[src/rtl/cnt_read_sched_if.sv]
// cnt_read_sched_if: request/response bus between the sweep sequencer and the counter read mux
interface cnt_read_sched_if #(
    parameter int CW = 5,
    parameter int IW = 3
);
    logic          req;
    logic [IW-1:0] idx;
    logic          valid;
    logic [CW-1:0] data;
    modport master (output req, idx, input valid, data);
    modport slave (input req, idx, output valid, data);
endinterface

[src/rtl/cnt_read_sched.sv]
// cnt_read_sched: sweeps every event counter through the read mux into one snapshot word
module cnt_read_sched #(
    parameter int          NUM_CNT   = 5,
    parameter int          CW        = 5,
    parameter int          IW        = 3,
    parameter int          TIMEOUT   = 8,
    parameter logic [3:0]  IDLE_CODE = 4'b0100
) (
    input  logic                  clk,
    input  logic                  reset,
    input  logic [3:0]            state,
    input  logic                  start,
    cnt_read_sched_if.master      mux,
    output logic                  busy,
    output logic                  done,
    output logic                  err,
    output logic [NUM_CNT*CW-1:0] snap
);
    localparam int TW = $clog2(TIMEOUT + 1);

    typedef enum logic [1:0] {S_IDLE, S_REQ, S_WAIT, S_DONE} fsm_t;

    fsm_t                  fsm, fsm_d;
    logic                  req, req_d, busy_d, done_d, err_d, main_idle;
    logic [IW-1:0]         idx, idx_d;
    logic [TW-1:0]         timer, timer_d;
    logic [NUM_CNT*CW-1:0] snap_d;

    assign main_idle = state == IDLE_CODE;
    assign mux.req   = req;
    assign mux.idx   = idx;

    always_ff @(posedge clk or negedge reset) begin
        if (!reset) begin
            fsm   <= S_IDLE;
            req   <= 1'b0;
            idx   <= '0;
            busy  <= 1'b0;
            done  <= 1'b0;
            err   <= 1'b0;
            snap  <= '0;
            timer <= '0;
        end else begin
            fsm   <= fsm_d;
            req   <= req_d;
            idx   <= idx_d;
            busy  <= busy_d;
            done  <= done_d;
            err   <= err_d;
            snap  <= snap_d;
            timer <= timer_d;
        end
    end

    // Outputs are computed for the state being entered so that they appear registered.
    always_comb begin
        fsm_d   = fsm;
        req_d   = 1'b0;
        idx_d   = idx;
        busy_d  = busy;
        done_d  = 1'b0;
        err_d   = err;
        snap_d  = snap;
        timer_d = timer == TW'(TIMEOUT - 1) ? timer : timer + TW'(1);
        case (fsm)
            S_IDLE: if (start && main_idle) begin
                fsm_d  = S_REQ;
                req_d  = 1'b1;
                idx_d  = '0;
                busy_d = 1'b1;
                err_d  = 1'b0;
                snap_d = '0;
            end
            S_REQ: begin
                fsm_d   = S_WAIT;
                timer_d = '0;
            end
            S_WAIT: if (!main_idle) begin
                err_d = 1'b1;
                fsm_d = S_DONE;
            end else if (mux.valid) begin
                for (int i = 0; i < NUM_CNT; i++)
                    if (idx == IW'(i)) snap_d[CW*i +: CW] = mux.data;
                fsm_d = idx == IW'(NUM_CNT - 1) ? S_DONE : S_REQ;
                req_d = idx != IW'(NUM_CNT - 1);
                idx_d = idx == IW'(NUM_CNT - 1) ? idx : idx + IW'(1);
            end else if (timer == TW'(TIMEOUT - 1)) begin
                err_d = 1'b1;
                fsm_d = S_DONE;
            end
            default: begin
                fsm_d = S_IDLE;
                idx_d = '0;
            end
        endcase
        if (fsm_d == S_DONE) begin
            done_d = 1'b1;
            busy_d = 1'b0;
        end
    end
endmodule

[src/flat_wrapper.sv]
// flat-port wrapper written by rule: the top's interface ports become plain ports
module cnt_read_sched_flat 
#(
    parameter int          NUM_CNT   = 5,
    parameter int          CW        = 5,
    parameter int          IW        = 3,
    parameter int          TIMEOUT   = 8,
    parameter logic [3:0]  IDLE_CODE = 4'b0100
)
  (clk, reset, state, start, busy, done, err, snap, mux_req, mux_idx, mux_valid, mux_data);
  cnt_read_sched_if #(.CW(CW), .IW(IW)) mux_i ();
  input  logic clk;
  input  logic reset;
  input  logic [3:0] state;
  input  logic start;
  output logic busy;
  output logic done;
  output logic err;
  output logic [NUM_CNT*CW-1:0] snap;
  output wire logic [$bits(mux_i.req)-1:0] mux_req;
  output wire logic [$bits(mux_i.idx)-1:0] mux_idx;
  input wire logic [$bits(mux_i.valid)-1:0] mux_valid;
  input wire logic [$bits(mux_i.data)-1:0] mux_data;
  assign mux_req = mux_i.req;
  assign mux_idx = mux_i.idx;
  assign mux_i.valid = mux_valid;
  assign mux_i.data = mux_data;
  cnt_read_sched #(.NUM_CNT(NUM_CNT), .CW(CW), .IW(IW), .TIMEOUT(TIMEOUT), .IDLE_CODE(IDLE_CODE)) u_core (.clk(clk), .reset(reset), .state(state), .start(start), .mux(mux_i), .busy(busy), .done(done), .err(err), .snap(snap));
endmodule
[config.mk]
export PLATFORM = sky130hd
export DESIGN_NAME = cnt_read_sched_flat
export DESIGN_NICKNAME = d
export VERILOG_FILES = /design/src/rtl/cnt_read_sched_if.sv /design/src/rtl/cnt_read_sched.sv /design/src/flat_wrapper.sv
export SDC_FILE = /design/constraint.sdc
export NUM_CORES = 1
export LEC_CHECK = 0
export BUFFER_PORTS_ARGS = -buffer_cell sky130_fd_sc_hd__clkbuf_2
export CORE_MARGIN = 1.5
export CORE_UTILIZATION = 40
export DETAILED_ROUTE_END_ITERATION = 10
export MAX_ROUTING_LAYER = met4
export PLACE_DENSITY = 0.64
export SYNTH_ARGS = -nofsm -noshare
export SYNTH_HDL_FRONTEND = slang
export SYNTH_SLANG_ARGS = --single-unit
[constraint.sdc]
create_clock -name clk -period 2 [get_ports clk]
set_clock_uncertainty 0.15 [all_clocks]
set_input_delay 0.2 -clock clk [delete_from_list [all_inputs] [get_ports clk]]
set_output_delay 0.2 -clock clk [all_outputs]
set_load 0.01 [all_outputs]
# After elaboration in Yosys (flattened, before gate mapping)
# Cells that the tools add are included.
[totals]
ff_bits = 38
output_inout_bits = 32
[classes]
addsub = 2
eq_ne = 22
mux = 35
n_bitwise = 1
reduce_logical = 14
[op_table]
columns = ["op", "count"]
rows = [
  ["$mux 25", 3],
  ["$pmux 25 s2", 1],
  ["$reduce_and 5->1", 6],
  ["$mux 5", 5],
  ["$ne 2x1->1 const B", 7],
  ["$mux 3", 4],
  ["$mux 1", 11],
  ["$mux 2", 5],
  ["$ne 3x3->1 const B", 3],
  ["$pmux 3 s3", 1],
  ["$eq 4x3->1 const B", 2],
  ["$mux 4", 2],
  ["$eq 3x2->1 const B", 2],
  ["$ne 2x2->1 const B", 3],
  ["$pmux 2 s3", 1],
  ["$reduce_bool 2->1", 3],
  ["$add 4x1->4 const B", 1],
  ["$eq 2x2->1 const B", 2],
  ["$pmux 1 s2", 2],
  ["$reduce_and 4->1", 1],
  ["$add 3x1->3 const B", 1],
  ["$eq 3x1->1 const B", 1],
  ["$eq 3x3->1 const B", 1],
  ["$logic_not 3->1", 1],
  ["5 further kinds", 5],
]

# Logic depth before layout (Yosys ltp)
[logic_depth]
depth_word = 8
ltp_mapped = 5
ltp_nobuf = 5

# Worst setup path after synthesis
# Ideal clock, no wire load.
[synth_path]
kind = "in2reg"
start = "input port state[3]"
end = "register u_core.snap[20]"
arrival_ns = 1.616
required_time_ns = 1.725
setup_slack_ns = 0.110
path_stages = 5
n_path_buf = 2
cell_sequence = "or4b_1 > buf_6 > buf_8 > a211oi_4 > mux2_2"
[synth_between]
elab_chain_cells = 4
word_cells_on_any_way = 5
cone_classes = "3 x eq/ne; 2 x reduce/logical"
[synth_lines]
columns = ["item", "line_no", "source"]
rows = [
  ["start, declared", "flat_wrapper.sv:14", "input logic [3:0] state;"],
  ["$eq 4x3->1 *", "cnt_read_sched.sv:29", "assign main_idle = state == IDLE_CODE;"],
  ["$logic_and 1x1->1", "cnt_read_sched.sv:66", "S_IDLE: if (start && main_idle) begin"],
  ["$ne 2x1->1 (no line)", "--", ""],
  ["$reduce_and 5->1 (no line) *", "--", ""],
  ["end signal, assigned", "cnt_read_sched.sv:50", "snap <= snap_d;"],
  ["end, declared", "cnt_read_sched.sv:17", "output logic [NUM_CNT*CW-1:0] snap"],
]
# Mark *: on every way between the ends. The rest lies on a longest branch, timed or not.
# A chain may end at the register's enable or synchronous reset.

# Worst setup path in the final report
[layout_path]
start = "register u_core.fsm[1]"
end = "register u_core.snap[0]"
[layout_between]
elab_chain_cells = 3
word_cells_on_any_way = 9
cone_classes = "5 x eq/ne; 1 x mux; 3 x reduce/logical"
[layout_lines]
columns = ["item", "line_no", "source"]
rows = [
  ["start, declared", "cnt_read_sched.sv:23", "fsm_t fsm, fsm_d;"],
  ["start signal, assigned", "cnt_read_sched.sv:44", "fsm <= fsm_d;"],
  ["$eq 2x2->1 or $logic_not 2->1 (tied branches)", "cnt_read_sched.sv:65", "case (fsm)"],
  ["$ne 2x1->1 (no line) (tied with other cells)", "--", ""],
  ["$reduce_and 5->1 (no line)", "--", ""],
]
# Parallel ways exist; a longest one is shown, timed or not.

==> results.py <==
metrics = {
    "outcome": {
        "status": "finished, final reports clean",
    },
    "timing": {
        "grt_setup_unrepaired": "no",
        "timing.final.crit_period_ns": 1.93,
        "post-route-period-util_pct": 96.4,
        "setup-violations-final": 0,
        "worst_pin_slew_ns": 0.549,
        "drv_slew": 0,
        "max_freq_ghz": 0.519,
        "relSlewSlack_pct": 63.4,
        "hold_viol_final": 0,
        "fin_tns_setup_ns": 0,
    },
    "clock_network": {
        "cts_sinks": 38,
        "cts_tree": "yes",
        "cts_setup_buffers": 0,
        "htreeDepth": 2,
        "cts_buffer_depth": 2,
        "clk_pin_slew_ns": 0.07,
        "cts_buffers": 5,
        "root_buffer": "clkbuf_8",
        "clkLatencyLatePin_ns": 0.29,
    },
    "synth": {
        "syn_avg_cell_area_um2": 13.3,
        "synthArstFlopShare_pct": 100,
        "synth_fp_nets": 157,
        "synth_edf_count": 0,
        "synthTopCellsByCount": "38 x dfrtp_1, 25 x mux2_2, 6 x and2_1, 6 x ha_1, 5 x a211oi_4",
        "yosysSeqAreaShare_pct": 51.9,
        "netlist_instances": 138,
        "synth.area.top_cells": "dfrtp_1 52%, mux2_2 15%, a211oi_4 5.5%, ha_1 4.1%, mux2i_1 2.2%",
        "synth_area_um2": 1830,
        "yosys.area.top_type": "dfrtp_1",
        "synth_top_area_share_pct": 51.9,
        "yosysMostFrequentCell": "dfrtp_1",
        "synthDistinctLibCells": 36,
        "ys_warn_count": 0,
        "synth-seq-cells": 38,
        "synth_ff_type": "dfrtp_1",
    },
    "pwr": {
        "power_per_cell_area_nw_per_um2": 1250,
        "sw_frac_of_total_pct": 36.2,
        "p_seq_share_pct": 42.5,
        "vdd_drop_max_uv": 568,
        "p_int_mw": 1.79,
        "pwr-share-clk_pct": 19.6,
        "switching_power_mw": 1.01,
        "leakagePower_nw": 1.11,
        "combPwrFrac_pct": 37.9,
    },
    "finish": {
        "nets": 210,
        "areaGrowthSynthToFinish_pct": 22.7,
        "fill_cells": 392,
        "finalCoreUtilization_pct": 51.2,
        "diodes": 0,
        "drive_above_1_share_pct": 50.5,
    },
    "place": {
        "dp_hpwl_mm": 2.85,
        "globalplace.congestion": 0.759,
        "port_buffers": 44,
    },
    "critical_path": {
        "cp.required_ns": 2.02,
        "end_kind": "register",
        "cp-start-kind": "register",
        "regToRegSetupSlack_ns": 0.07,
        "cp_max_fo": 6,
        "path_class": "register to register",
        "arrival_ns": 1.95,
    },
    "die": {
        "die_x_um": 70.7,
        "fp.dieH_um": 70.7,
        "die_area_um2": 4990,
        "start_util_pct": 41.8,
        "rows": 24,
        "design.portCount": 45,
        "core_um2": 4380,
    },
    "detailed_routing": {
        "first_pass_iters": 4,
        "drc": 0,
        "routedWlPerCell_um": 15.3,
        "vias_per_cell": 5.19,
        "num_vias": 1266,
        "drtAntennaViolNets": 0,
        "drt_wl_total_mm": 3.74,
        "first_iter_violations": 47,
    },
    "min_path": {
        "hp-class": "input port to register",
    },
    "global_routing": {
        "grt_overflow": 0,
        "grt_pass1_vias": 1323,
        "antenna_found_initial": 0,
        "grt_start_max_net_pins": 39,
        "grt_pass1_wl_mm": 6.50,
        "grt_usage_pct": 17.1,
    },
    "run": {
        "maxCapViolCount": 0,
    },
}
==> placed cells by master, fill, tap and decap left out, types with 4 or more instances in the layout <==
cell      Yosys  routed
mux2i_1       4       4
and2_1        6       6
mux2_2       25      25
clkbuf_8      0       6
a211oi_4      5       5
buf_4         0       8
dfrtp_1      38      36
clkbuf_2      0      44
nand2_1       4       4
ha_1          6       5
==> worst max-delay path, cell delays in order (launching register included) <==
cell      delay [ns]
dfrtp_1         0.41
nand2b_1        0.40
a211oi_4        0.48
mux2_2          0.38
==> registers in the layout, indices dropped and copies added (netlist names) <==
name	count
u_core.busy	1
u_core.done	1
u_core.err	1
u_core.fsm	2
u_core.mux.idx	3
u_core.mux.req	1
u_core.snap	25
u_core.timer	4
==> through the flow <==
step                hold WS (ns)  total power [mW]  std cells  setup WS [ns]  cell area (µm²)
floorplan                 -0.246              1.84        138          0.110             1830
global placement           0.119              2.21        235         0.0372             2130
detailed placement         0.132              2.26        235         0.0218             2130
CTS                       0.0955              2.82        244         0.0131             2230
global route               0.133              3.01        244       0.000117             2250
finish                     0.101              2.80        244         0.0720             2250
==> cell families after synthesis <==
logic type,count (synthesis),share of synthesized area [%]
AO/OA/AOI/OAI,19,10.7
XOR/XNOR,2,0.957
adder cells (fa/ha/maj),6,4.10
buffers and inverters,11,3.42
flip-flops,38,51.9
multiplexers,29,17.6
AND/OR/NAND/NOR,33,11.3
==> worst paths after layout <==
kind / startpoint / to / cells past startpoint
setup / recovery: u_core.fsm[1] / u_core.snap[0] / 3
hold / removal: start / u_core.fsm[0] / 3
setup reg to reg: u_core.fsm[1] / u_core.snap[0] / 3
hold reg to reg: u_core.snap[16] / u_core.snap[16] / 1
max in group asynchronous: reset / u_core.mux.idx[1] / 3
min in group asynchronous: reset / u_core.mux.idx[2] / 3
==> power by group through the flow <==
stage	logic (mW)	registers, mW	clock network [mW]
after CTS	1.07	1.19	0.564
after floorplan	0.587	1.25	0
after detailed placement	1.06	1.20	0
after global routing	1.17	1.24	0.599
final	1.06	1.19	0.549
after global placement	1.02	1.18	0
==> what timing repair did <==
item / CTS / global route
hold buffers: 1 / 0
endpoints found under the hold margin: 38 / 0
endpoints found under the setup margin: 0 / 14
resized for setup: 0 / 5
==> metal layers <==
metal | up-vias | wire, µm | GRT usage, %
li1 | 595 | - | -
met1 | 638 | 1620 | 20.6
met2 | 27 | 1950 | 28.5
met3 | 6 | 121 | 3.56
met4 | 0 | 51 | 6.29
met5 | - | 0 | -
==> final cells by class <==
| cell class | instances | area [µm²] | share of cell area (%) |
|---|---|---|---|
| inverters | 4 | 15.0 | 0.669 |
| well taps | 52 | 65.1 | 2.90 |
| multi-input cells | 89 | 827 | 36.8 |
| repair buffers | 53 | 290 | 12.9 |
| clock inverters | 2 | 12.5 | 0.557 |
| flip-flops and latches | 38 | 953 | 42.5 |
| clock buffers | 6 | 82.6 | 3.68 |
(Power assumes the default switching activity.)
